[config.mk]
export PLATFORM = sky130hd
export DESIGN_NAME = mbr_fetch_queue
export DESIGN_NICKNAME = d
export VERILOG_FILES = /design/src/rtl/mbr_fetch_queue.sv
export SDC_FILE = /design/constraint.sdc
export NUM_CORES = 1
export LEC_CHECK = 0
export CAP_MARGIN = 30
export CORE_ASPECT_RATIO = 1.1
export CORE_UTILIZATION = 40
export CTS_CLUSTER_SIZE = 28
export DETAILED_ROUTE_END_ITERATION = 8
export GPL_ROUTABILITY_DRIVEN = 1
export PLACE_DENSITY_LB_ADDON = 0.12
export SYNTH_ARGS = -nofsm -noshare
export SYNTH_HDL_FRONTEND = slang
export SYNTH_SLANG_ARGS = --single-unit
[constraint.sdc]
create_clock -name clk -period 3.8 [get_ports clk]
set_input_delay 0.76 -clock clk [delete_from_list [all_inputs] [get_ports clk]]
set_output_delay 0.76 -clock clk [all_outputs]
set_load 0.005 [all_outputs]
[src/rtl/mbr_fetch_queue.sv]
// Prefetching instruction byte queue: fills a DEPTH-byte ring from word-wide memory
// reads and presents the head byte/halfword (MBR1/MBR2) and an extended A-bus value.
module mbr_fetch_queue #(
    parameter int unsigned DEPTH       = 8,
    parameter int unsigned FETCH_BYTES = 4
) (
    input  logic                         clk,
    input  logic                         reset,
    output logic                         fetch_req,
    output logic [31:0]                  fetch_addr,
    input  logic                         mem_valid,
    input  logic [8*FETCH_BYTES-1:0]     mem_data,
    input  logic                         pc_load,
    input  logic [31:0]                  pc_in,
    input  logic                         consume1,
    input  logic                         consume2,
    input  logic                         ena_a,
    input  logic                         size2,
    input  logic                         to_signed,
    output logic [7:0]                   mbr1,
    output logic [15:0]                  mbr2,
    output logic                         mbr1_ok,
    output logic                         mbr2_ok,
    output logic [7:0]                   mbr2mpc,
    output logic [31:0]                  a_bus,
    output logic [31:0]                  pc,
    output logic [$clog2(DEPTH+1)-1:0]   count
);
    localparam int unsigned CW = $clog2(DEPTH + 1);
    localparam int unsigned PW = (DEPTH > 1) ? $clog2(DEPTH) : 1;
    localparam int unsigned SW = $clog2(FETCH_BYTES);

    logic [7:0]    buf_q [DEPTH];
    logic [PW-1:0] head;
    logic [PW-1:0] tail;
    logic [PW-1:0] head1;
    logic          pending;
    logic          discard;
    logic [SW-1:0] skip;

    logic          accept;
    logic [CW-1:0] n_written;
    logic [1:0]    pop;

    // Pointer advance modulo DEPTH; n is always below DEPTH.
    function automatic logic [PW-1:0] wrap_add(input logic [PW-1:0] p, input int unsigned n);
        int unsigned s;
        s = 32'(p) + n;
        if (s >= DEPTH) s = s - DEPTH;
        return PW'(s);
    endfunction

    // Write acceptance, pop size and request decision for this cycle.
    always_comb begin
        accept    = mem_valid && pending && !discard && !pc_load;
        n_written = accept ? CW'(FETCH_BYTES - 32'(skip)) : '0;
        pop       = 2'd0;
        if (consume2 && count >= CW'(2))
            pop = 2'd2;
        else if (consume1 && count >= CW'(1))
            pop = 2'd1;
        fetch_req = !reset && !pending && !pc_load && ((32'(count) + FETCH_BYTES) <= DEPTH);
    end

    // Queue storage; bytes below skip belong to addresses before the redirect target.
    always_ff @(posedge clk) begin
        if (accept && !reset) begin
            for (int unsigned k = 0; k < FETCH_BYTES; k++) begin
                if (k >= 32'(skip))
                    buf_q[wrap_add(tail, k - 32'(skip))] <= mem_data[8*k +: 8];
            end
        end
    end

    // Control state: pointers, count, pc and the single outstanding request.
    always_ff @(posedge clk) begin
        if (reset) begin
            head       <= '0;
            tail       <= '0;
            count      <= '0;
            pc         <= '0;
            fetch_addr <= '0;
            pending    <= 1'b0;
            discard    <= 1'b0;
            skip       <= '0;
        end else if (pc_load) begin
            head       <= '0;
            tail       <= '0;
            count      <= '0;
            pc         <= pc_in;
            fetch_addr <= {pc_in[31:SW], SW'(0)};
            skip       <= pc_in[SW-1:0];
            // A response landing in the redirect cycle retires the old request itself.
            if (pending) begin
                if (mem_valid) begin
                    pending <= 1'b0;
                    discard <= 1'b0;
                end else begin
                    discard <= 1'b1;
                end
            end
        end else begin
            head  <= wrap_add(head, 32'(pop));
            tail  <= wrap_add(tail, 32'(n_written));
            count <= count + n_written - CW'(pop);
            pc    <= pc + 32'(pop);
            if (mem_valid && pending) begin
                pending <= 1'b0;
                discard <= 1'b0;
                if (!discard) skip <= '0;
            end
            if (fetch_req) begin
                pending    <= 1'b1;
                fetch_addr <= fetch_addr + 32'(FETCH_BYTES);
            end
        end
    end

    // Head byte/halfword views and the OR-mux A-bus driver.
    always_comb begin
        head1   = wrap_add(head, 1);
        mbr1_ok = (count >= CW'(1));
        mbr2_ok = (count >= CW'(2));
        mbr1    = mbr1_ok ? buf_q[head] : 8'h00;
        mbr2    = mbr2_ok ? {buf_q[head], buf_q[head1]} : 16'h0000;
        mbr2mpc = mbr1;
        a_bus   = 32'h0;
        if (ena_a) begin
            if (size2)
                a_bus = {{16{to_signed & mbr2[15]}}, mbr2};
            else
                a_bus = {{24{to_signed & mbr1[7]}}, mbr1};
        end
    end

endmodule

**Yosys cells after proc, flatten, opt, wreduce, memory -nomap -nowiden**

Memory sizes are Yosys's and may differ from the RTL's. A register that Yosys moved wholly into a read port is not among the register bits.
Index checks and enable logic that the tools add are counted.

- Flip-flop bits (word level): 78
- Memory bits (writable): 64
- Logic and storage cells: 116
- Memories kept: 1

- $add $sub $neg: 24
- Magnitude comparators: 13
- Equal/unequal tests: 2
- Mux-type cells: 46
- Bitwise operators: 2
- Reduce and logical (&&, ||, !) cells: 19

Memories:

| memory | words | width | read ports | clocked after Yosys merged registers in | write ports | RTL line | RTL |
|---|---|---|---|---|---|---|---|
| buf_q | 8 | 8 | 2 | 1 | 4 | 33 | `logic [7:0] buf_q [DEPTH];` |

Operators by type and width:

| cell | count |
|---|---|
| $mux W32 | 5 |
| $ge A32 B4 Y1 const B | 4 |
| $mux W3 | 15 |
| $add A32 B2 Y32 | 1 |
| $add A32 B3 Y32 const B | 1 |
| $sub A3 B1 Y3 const B | 7 |
| $add A4 B3 Y5 | 4 |
| $mux W1 | 19 |
| $mux W16 | 1 |
| $logic_and A1 B1 Y1 | 9 |
| $ge A4 B4 Y1 const B | 2 |
| $mux W2 | 4 |
| $mux W8 | 1 |
| $sub A1 B2 Y3 const A | 2 |
| $sub A2 B2 Y3 const A | 2 |
| $add A3 B4 Y5 | 1 |
| $add A4 B3 Y5 const B | 1 |
| $ge A5 B4 Y1 const B | 1 |
| $le A5 B4 Y1 const B | 1 |
| $add A3 B1 Y4 const B | 1 |
| $add A3 B2 Y4 | 1 |
| $add A4 B4 Y4 | 1 |
| $ge A1 B2 Y1 const A | 2 |
| $ge A4 B1 Y1 const B | 1 |
| 13 further kinds | 19 |

**Logic depth before layout (Yosys ltp)**

Gate-level depths: netlist (run 1).

- Word-level depth: 8
- Depth in mapped cells: 11

**Worst setup path after synthesis (run 1)**

Ideal clock, no wire load.

- Path type: in2out
- Start point: input port size2
- End point: output port a_bus[17]
- Data arrival time: 2.485 ns
- Data required time: 3.040 ns
- Slack: 0.555 ns
- Stages: 4
- Path buffers: 2
- Path through: clkbuf_1 -> nand2_1 -> a211oi_1 -> buf_4

- Word-level cells in the longest chain between the ends: 2

RTL lines:

| element | RTL line | RTL |
|---|---|---|
| start, declared | 18 | `input logic size2,` |
| $mux W32 | 129 | `if (size2)` |
| $mux W32 | 128 | `if (ena_a) begin` |
| end, declared | 25 | `output logic [31:0] a_bus,` |

No other way between the ends.

**Worst setup path after layout (run 1)**

- Start point: register head[0]
- End point: output port a_bus[6]

- Word-level cells in the longest chain between the ends: 7

RTL lines:

| element | RTL line | RTL |
|---|---|---|
| start, declared | 34 | `logic [PW-1:0] head;` |
| start signal, assigned | 103 | `head <= wrap_add(head, 32'(pop));` |
| $add A3 B1 Y4 * | 48 | `s = 32'(p) + n;` |
| $ge A4 B4 Y1 or $sub A3 B1 Y3 (tied branches) | 49 | `if (s >= DEPTH) s = s - DEPTH;` |
| $mux W3 * | 49 |  |
| $mem_v2 Z8 W8 * | n/a |  |
| $mux W16 * | 125 | `mbr2 = mbr2_ok ? {buf_q[head], buf_q[head1]} : 16'h0000;` |
| $mux W32 * | 129 |  |
| $mux W32 * | 128 |  |

Mark *: on every way between the ends. The rest lies on a longest branch, timed or not.

==> results of run 1 <==
-- worst max-delay path: stages, from the launching register on --
cell             delay (ns)
dfxtp_1                0.32
ha_1                   0.27
buf_4                  0.28
mux4_2                 0.53
mux2i_1                0.25
o22ai_1                0.12
and2_1                 0.16
clkdlybuf4s50_1        0.49
-- power by group --
| part | switching (mW) | internal [mW] | total (mW) |
|---|---|---|---|
| clock network | 0.713 | 0.926 | 1.64 |
| registers | 0.127 | 1.65 | 1.78 |
| logic | 1.05 | 1.15 | 2.20 |
| total | 1.89 | 3.73 | 5.62 |
-- logic make-up (layout without fill, tap and decap cells) --
family                     count (synthesis)  after routing  synth area share (%)
other                                      1              2                0.0370
DFF                                      140            140                  33.9
buffers and inverters                    131            314                  6.57
AOI/OAI and AO/OA                        290            290                  19.7
and+or+nand+nor                          394            394                  20.1
adders and majority gates                 24             24                  3.40
xor gates and xnor gates                  71             71                  6.79
muxes                                     55             55                  9.44
-- registers in the layout, indices dropped and copies added, names as in the netlist --
signal      count
skip            2
buf_q          64
count           4
pending         1
head            3
pc             32
tail            3
discard         1
fetch_addr     30
-- layout make-up --
class                      instances  area, µm²
clock buffer                      17        425
clock inverter                    15        151
fill                            2284      11700
inverter                          29        109
multi-input combinational        836       6050
sequential                       140       3440
tap                              310        388
timing repair buffer             253       2420
-- Yosys cell counts (all sizes together), types with 11 or more instances --
| cell | number |
|---|---|
| and2 | 20 |
| o21a | 28 |
| nand4 | 39 |
| nor3 | 22 |
| inv | 29 |
| a311oi | 28 |
| o22ai | 61 |
| xnor2 | 40 |
| dfxtp | 76 |
| mux2i | 23 |
| and3 | 34 |
| a21boi | 31 |
| nand2 | 101 |
| nand3 | 38 |
| nor2b | 11 |
| clkbuf | 28 |
| nor2 | 102 |
| mux4 | 32 |
| buf | 73 |
| edfxtp | 64 |
| o21ai | 28 |
| a211oi | 22 |
| ha | 18 |
| a21oi | 51 |
| xor2 | 31 |
-- layout by cell type (no fill, tap or decap), types with 36 or more instances in the layout --
master	synthesis	layout
dfxtp_1	76	76
buf_4	29	47
a21oi_1	50	50
xnor2_1	37	37
nand3_1	38	38
nand4_1	36	36
nor2_1	99	99
nand2_1	98	98
edfxtp_1	64	64
o22ai_1	61	61
clkdlybuf4s50_1	0	205
-- repair_timing --
action / 4_1_cts / 5_1_grt
endpoints found under the hold margin: 0 / 0
gates resized for setup: 0 / 1
endpoints found under the setup margin: 0 / 8
-- layer usage --
layer,up-vias,track usage [%],wire (µm)
li1,4488,-,-
met1,4582,35.2,14800
met2,437,45.0,16700
met3,67,3.33,2160
met4,0,9.22,840
met5,-,0,0
-- worst paths after layout --
kind | to | slack [ns] | cells after the start | startpoint
worst max-delay path | a_bus[6] | 0.20 | 7 | head[0]
worst min-delay path | discard | 0.53 | 2 | discard
worst max register to register | buf_q[3][7] | 0.53 | 8 | skip[0]
worst min register to register | discard | 0.53 | 2 | discard
-- metrics by stage --
step	area [µm²]	instances
floorplan	10200	1107
global route	13000	1600
CTS	13000	1600
global placement	12400	1568
detailed placement	12400	1568
finish	13000	1600
==> impl_metrics.env, run 1 <==
export IMPL_dp_slack_ns=0.318
export IMPL_htreeDepth=4
export IMPL_antenna_found_initial=0
export IMPL_path_class="register to output port"
export IMPL_setup_tns_ns=0
export IMPL_clock_fmax_mhz=277
export IMPL_fin_util_pct=52.6
export IMPL_synthArstFlopShare_pct=0
export IMPL_insertion_delay_ns=0.42
export IMPL_first_global_vias=9278
export IMPL_holdBufCountCts=0
export IMPL_min_period_ns=3.60
export IMPL_synth_edf_count=64
export IMPL_wl_per_cell_um=21.5
export IMPL_ys_types=75
export IMPL_grt_max_degree=56
export IMPL_start_util_pct=41.1
export IMPL_clk_root_buffer_cell="clkbuf_16"
export IMPL_ir_drop_v=0.000316
export IMPL_area_growth_pct=28.0
export IMPL_track_usage_pct=26.6
export IMPL_gp_congestion=0.929
export IMPL_cp_arrival_ns=2.84
export IMPL_fp_dieH_um=169
export IMPL_maxCapViolations=0
export IMPL_syn_inst=1106
export IMPL_p_per_area_mw_per_mm2=433
export IMPL_drc_errors=0
export IMPL_hold_viol_final=0
export IMPL_clk_pin_slew_ns=0.06
export IMPL_hp_class="register to register"
export IMPL_power_mw=5.62
export IMPL_status="completed"
export IMPL_slew_headroom_pct=40.6
export IMPL_grt_pass1_wl_mm=53.6
export IMPL_drt_first_iter_violations=749
export IMPL_fin_skew_ns=0.00695
export IMPL_cts_setup_buffers=0
export IMPL_fin_nets=1374
export IMPL_netlist_top_cells_area="edfxtp_1 19%, dfxtp_1 15%, mux4_2 7.1%"
export IMPL_vias=9574
export IMPL_worst_path_max_fanout=16
export IMPL_ys_ff_latch=140
export IMPL_critPathCaptureType="output port"
export IMPL_maxSlewViolCount=0
export IMPL_antenna_left=0
export IMPL_routed_wl_mm=34.5
export IMPL_num_rows=60
export IMPL_diodes=0
export IMPL_rsz0062_at_grt="no"
export IMPL_dieWidth_um=154
export IMPL_p_leak_nw=4.61
export IMPL_layout_drive_gt1_share_pct=11.7
export IMPL_cts_tree="done"
export IMPL_seq_area_frac_synth_pct=33.9
export IMPL_gr_total_overflow=0
export IMPL_crit_path_start_kind="register"
export IMPL_syn_avg_cell_area_um2=9.18
export IMPL_required_ns=3.04
export IMPL_synth_largest_area_cell="edfxtp_1"
export IMPL_hpwlAfterDp_mm=27.2
export IMPL_numCtsBuffers=17
export IMPL_synth_top_area_share_pct=18.9
export IMPL_drtPass1Iterations=6
export IMPL_core_area_mm2=0.0247
export IMPL_setup_slack_ns=0.195
export IMPL_port_buffers=205
export IMPL_dieArea_mm2=0.0260
export IMPL_syn_area_mm2=0.0101
export IMPL_clk_path_buf_depth=2
export IMPL_vias_per_cell=5.98
export IMPL_cts_num_sinks=140
export IMPL_ys_warn_count=0
export IMPL_fin_crit_sh_pct=94.9
export IMPL_tightest_slew_ns=0.887
export IMPL_synth_ff_type="dfxtp_1"
export IMPL_setup_violations=0
export IMPL_hold_slack_ns=0.534
export IMPL_ioPinCount=208
Note: power is estimated with default switching activity, not from simulation.
==> inputs of run 2 (changes only) <==
Settings changed: CORE_UTILIZATION 40 to 30.
==> run 2 against run 1 <==
  * Non-clock buffer count grew 16
  * Largest power group unchanged
  * Fmax shrank 0.78%
  * Clock power is essentially flat
  * Highest routed layer unchanged
  * Clock-buffer cell count grew 2
  * Die area grew 33%
  * Utilization shrank 13 points
  * First-iteration DRC count grew 1.5%
  * Register-to-register slack gained 0.03 ns
  * Critical endpoint is now a_bus[0]
==> impl_metrics.env, run 2 (same netlist as run 1, synthesis figures left out) <==
export IMPL_cts_num_sinks=140
export IMPL_clk_root_buffer_cell="clkbuf_16"
export IMPL_p_leak_nw=4.68
export IMPL_routed_wl_mm=40.5
export IMPL_fin_skew_ns=0.0149
export IMPL_first_global_vias=9720
export IMPL_ioPinCount=208
export IMPL_power_mw=5.67
export IMPL_setup_violations=0
export IMPL_crit_path_start_kind="register"
export IMPL_drt_first_iter_violations=760
export IMPL_cts_tree="done"
export IMPL_final_common_cell="clkdlybuf4s50_1"
export IMPL_numCtsBuffers=17
export IMPL_start_util_pct=30.5
export IMPL_drtPass1Iterations=6
export IMPL_port_buffers=205
export IMPL_rrSetupSlack_ns=0.56
export IMPL_setup_tns_ns=0
export IMPL_finalNonFillerCells=1738
export IMPL_largest_reg_flops=64
export IMPL_min_period_ns=3.63
export IMPL_hpwlAfterDp_mm=30.4
export IMPL_track_usage_pct=23.4
export IMPL_critPathCaptureType="output port"
export IMPL_vias_per_cell=5.61
export IMPL_cp_arrival_ns=2.87
export IMPL_antenna_left=0
export IMPL_regMostFlops="buf_q"
export IMPL_insertion_delay_ns=0.44
export IMPL_vias=9743
export IMPL_hold_end="skip[0]"
export IMPL_num_rows=70
export IMPL_area_growth_pct=30.6
export IMPL_wl_per_cell_um=23.3
export IMPL_clk_path_buf_depth=2
export IMPL_clk_pin_slew_ns=0.07
export IMPL_r2r_start="skip[1]"
export IMPL_worstReg2RegEnd="buf_q[1][7]"
export IMPL_hold_start="skip[0]"
export IMPL_hp_class="register to register"
export IMPL_status="completed"
export IMPL_min_path_cells=2
export IMPL_fin_crit_sh_pct=95.6
export IMPL_grt_pass1_wl_mm=60.3
export IMPL_path_class="register to output port"
export IMPL_ir_drop_v=0.000303
export IMPL_dpl_cell_count=1705
export IMPL_required_ns=3.04
export IMPL_clock_fmax_mhz=275
export IMPL_dieWidth_um=177
export IMPL_p_per_area_mw_per_mm2=428
export IMPL_maxSlewViolCount=0
export IMPL_gp_congestion=0.936
export IMPL_finish_instance_area_mm2=0.0133
export IMPL_reg2reg_depth=8
export IMPL_antenna_found_initial=0
export IMPL_dieArea_mm2=0.0346
export IMPL_drc_errors=0
export IMPL_core_area_mm2=0.0333
export IMPL_diodes=0
export IMPL_slew_headroom_pct=39.3
export IMPL_final_cell_mix="205 x clkdlybuf4s50_1, 99 x nor2_1, 98 x nand2_1"
export IMPL_grt_max_degree=73
export IMPL_rsz0062_at_grt="no"
export IMPL_htreeDepth=4
export IMPL_top_regs="buf_q x64, pc x32, fetch_addr x30"
export IMPL_tightest_slew_ns=0.902
export IMPL_gr_total_overflow=0
export IMPL_maxCapViolations=0
export IMPL_hold_viol_final=0
export IMPL_layout_drive_gt1_share_pct=12.8
export IMPL_fin_nets=1390
export IMPL_fp_dieH_um=195
export IMPL_worst_path_max_fanout=12
export IMPL_placed_area_mm2=0.0127
==> run 2: changes by cell type in the layout (fill, tap and decap cells not counted), sizes merged <==
cell	delta
clkinvlp	+2
clkbuf	+2
inv	-3
buf	+16
clkinv	-1
==> run 2: stage by stage <==
stage	setup WS (ns)	util (%)	hold slack, ns
5_1_grt	0.00264	39.8	0.576
3_5_place_dp	0.378	38.1	0.528
3_3_place_gp	0.393	38.1	0.504
4_1_cts	0.0392	39.8	0.536
2_1_floorplan	0.555	-	0.486
6_report	0.167	39.8	0.536
==> run 2: power breakdown <==
part           internal (mW)  switching [mW]  total, mW
combinational           1.20            1.03       2.23
sequential              1.65           0.124       1.78
clock                  0.918           0.746       1.66
==> run 2: per-layer routing <==
metal  global-route usage, %  up-vias  wire length [µm]
met1                    27.9     4652             15900
met5                       0        -                 0
met3                    4.93       87              3040
met2                    40.4      499             20000
met4                    9.94        0              1490
li1                        -     4505                 -
==> run 2: critical path, stage by stage (launching register included) <==
cell	delay, ns
dfxtp_1	0.32
ha_1	0.29
buf_6	0.21
buf_4	0.20
mux4_2	0.51
mux2i_2	0.19
o22ai_1	0.11
and2_1	0.18
clkdlybuf4s50_1	0.44
==> run 2: repair_timing <==
action / 4_1_cts / 5_1_grt
resized for setup: 0 / 4
endpoints found under the setup margin: 0 / 21
buffers inserted: 0 / 1
hold buffers: 0 / 0
==> run 2: worst max path at each step <==
stage / from / to / slack, ns / cells past startpoint
floorplan: size2 / a_bus[17] / 0.56 / 4
global route: head[0] / a_bus[3] / 0.003 / 8
detailed placement: size2 / a_bus[25] / 0.38 / 6
finish: head[0] / a_bus[0] / 0.17 / 8
CTS: head[0] / a_bus[1] / 0.04 / 7
global placement: size2 / a_bus[22] / 0.39 / 6
==> run 2: final cells by class <==
type / instances / area (µm²)
Sequential cell: 140 / 3440
Fill cell: 3362 / 20000
Tap cell: 432 / 541
Clock buffer: 19 / 433
Multi-Input combinational cell: 836 / 6050
Inverter: 29 / 109
Clock inverter: 13 / 130
Timing Repair Buffer: 269 / 2550
==> inputs of run 3 (changes only) <==
Settings changed: CORE_UTILIZATION 30 to 51.
==> run 3 against run 2 <==
  * Final cell count shrank 11%
  * Non-clock buffer count fell by 14
  * Global-route usage increased by 9.5 points
  * Critical path type unchanged
==> impl_metrics.env, run 3 (same netlist as run 1, synthesis figures left out) <==
export IMPL_clk_path_buf_depth=2
export IMPL_ioPinCount=208
export IMPL_p_per_area_mw_per_mm2=450
export IMPL_clock_fmax_mhz=270
export IMPL_drtPass1Iterations=8
export IMPL_clk_root_buffer_cell="clkbuf_16"
export IMPL_crit_chain="buf_12, mux4_2, mux2i_1, o22ai_1, and2_1, clkdlybuf4s50_1"
export IMPL_worst_path_largest_cell_delay_ns=0.66
export IMPL_clk_pin_slew_ns=0.07
export IMPL_antenna_left=0
export IMPL_regMostFlops="buf_q"
export IMPL_routed_wl_mm=33.4
export IMPL_dieWidth_um=137
export IMPL_top_regs="buf_q x64, pc x32, fetch_addr x30"
export IMPL_vias_per_cell=6.36
export IMPL_fin_nets=1376
export IMPL_final_common_cell="clkdlybuf4s50_1"
export IMPL_area_growth_pct=28.2
export IMPL_slew_headroom_pct=33.2
export IMPL_path_class="register to output port"
export IMPL_fin_skew_ns=0.0115
export IMPL_dieArea_mm2=0.0205
export IMPL_min_period_ns=3.70
export IMPL_setup_slack_ns=0.102
export IMPL_critical_path_depth=6
export IMPL_fin_crit_sh_pct=97.3
export IMPL_path_delay_family="multiplexers"
export IMPL_layout_drive_gt1_share_pct=11.9
export IMPL_grt_max_degree=34
export IMPL_insertion_delay_ns=0.42
export IMPL_hold_slack_ns=0.532
export IMPL_rsz0062_at_grt="no"
export IMPL_cp_arrival_ns=2.94
export IMPL_cpMaxStageDelayCell="dfxtp_1"
export IMPL_status="completed"
export IMPL_finish_instance_area_mm2=0.0130
export IMPL_fp_dieH_um=150
export IMPL_min_path_cells=2
export IMPL_hpwlAfterDp_mm=26.0
export IMPL_final_cell_mix="205 x clkdlybuf4s50_1, 99 x nor2_1, 98 x nand2_1"
export IMPL_critPathCaptureType="output port"
export IMPL_tightest_slew_ns=0.998
export IMPL_largest_reg_flops=64
export IMPL_maxSlewViolCount=0
export IMPL_numCtsBuffers=17
export IMPL_hold_viol_final=0
export IMPL_cp_num_buf_inv=2
export IMPL_fin_util_pct=67.4
export IMPL_gp_congestion=0.940
export IMPL_reg2reg_depth=8
export IMPL_antenna_found_initial=0
export IMPL_num_rows=53
export IMPL_setup_tns_ns=0
export IMPL_crit_path_start_kind="register"
export IMPL_ir_drop_v=0.000283
export IMPL_setup_violations=0
export IMPL_gr_total_overflow=0
export IMPL_first_global_vias=9396
export IMPL_placed_area_mm2=0.0124
export IMPL_drc_errors=0
export IMPL_maxCapViolations=0
export IMPL_p_leak_nw=4.65
export IMPL_hp_class="register to register"
export IMPL_track_usage_pct=33.0
export IMPL_port_buffers=205
export IMPL_required_ns=3.04
export IMPL_drt_first_iter_violations=1063
export IMPL_diodes=0
export IMPL_worst_path_max_fanout=9
export IMPL_core_area_mm2=0.0193
export IMPL_vias=9794
export IMPL_cts_tree="done"
export IMPL_wl_per_cell_um=21.7
export IMPL_cts_num_sinks=140
export IMPL_htreeDepth=4
export IMPL_start_util_pct=52.6
export IMPL_grt_pass1_wl_mm=51.2
export IMPL_dp_slack_ns=0.353
-- run 3: stage by stage --
step / instances / power (mW)
4_1_cts: 1539 / 5.85
3_5_place_dp: 1507 / 4.02
3_3_place_gp: 1507 / 3.99
5_1_grt: 1539 / 6.10
2_1_floorplan: 1107 / 2.99
6_report: 1539 / 5.85
-- run 3: path summary, 6_finish.rpt --
path                 from          end  slack (ns)
setup reg to reg  skip[1]  buf_q[7][7]        0.51
setup / recovery  head[2]     a_bus[1]        0.10
hold reg to reg   discard      discard        0.53
hold / removal    discard      discard        0.53
-- run 3: routing by layer --
layer | routed length, µm | track usage [%] | vias up
li1 | - | - | 4476
met1 | 13200 | 41.2 | 4626
met2 | 16500 | 57.1 | 588
met3 | 2590 | 3.46 | 104
met4 | 1090 | 14.8 | 0
met5 | 0 | 0 | -
-- run 3: final cells by class --
class,count,area (µm²)
Inverter,29,109
Fill cell,1575,6290
Sequential cell,140,3440
Clock buffer,17,425
Tap cell,247,309
Multi-Input combinational cell,836,6040
Timing Repair Buffer,255,2460
Clock inverter,15,224
-- run 3: where the power goes --
| part | switching (mW) | total (mW) | internal (mW) |
|---|---|---|---|
| sequential | 0.130 | 1.78 | 1.65 |
| clock | 0.720 | 1.85 | 1.13 |
| combinational | 1.05 | 2.22 | 1.17 |
| total | 1.90 | 5.85 | 3.95 |
-- run 3: what timing repair did --
action	in CTS	in global routing
hold buffers	0	0
endpoints found under the setup margin	0	1
gates resized for setup	0	1
setup buffers	0	0
-- run 3: tightest hold or removal path, delay by kind of cell, from the launching register on --
family / cells / cell delay, ns
flops: 1 / 0.32
compound gates: 2 / 0.16
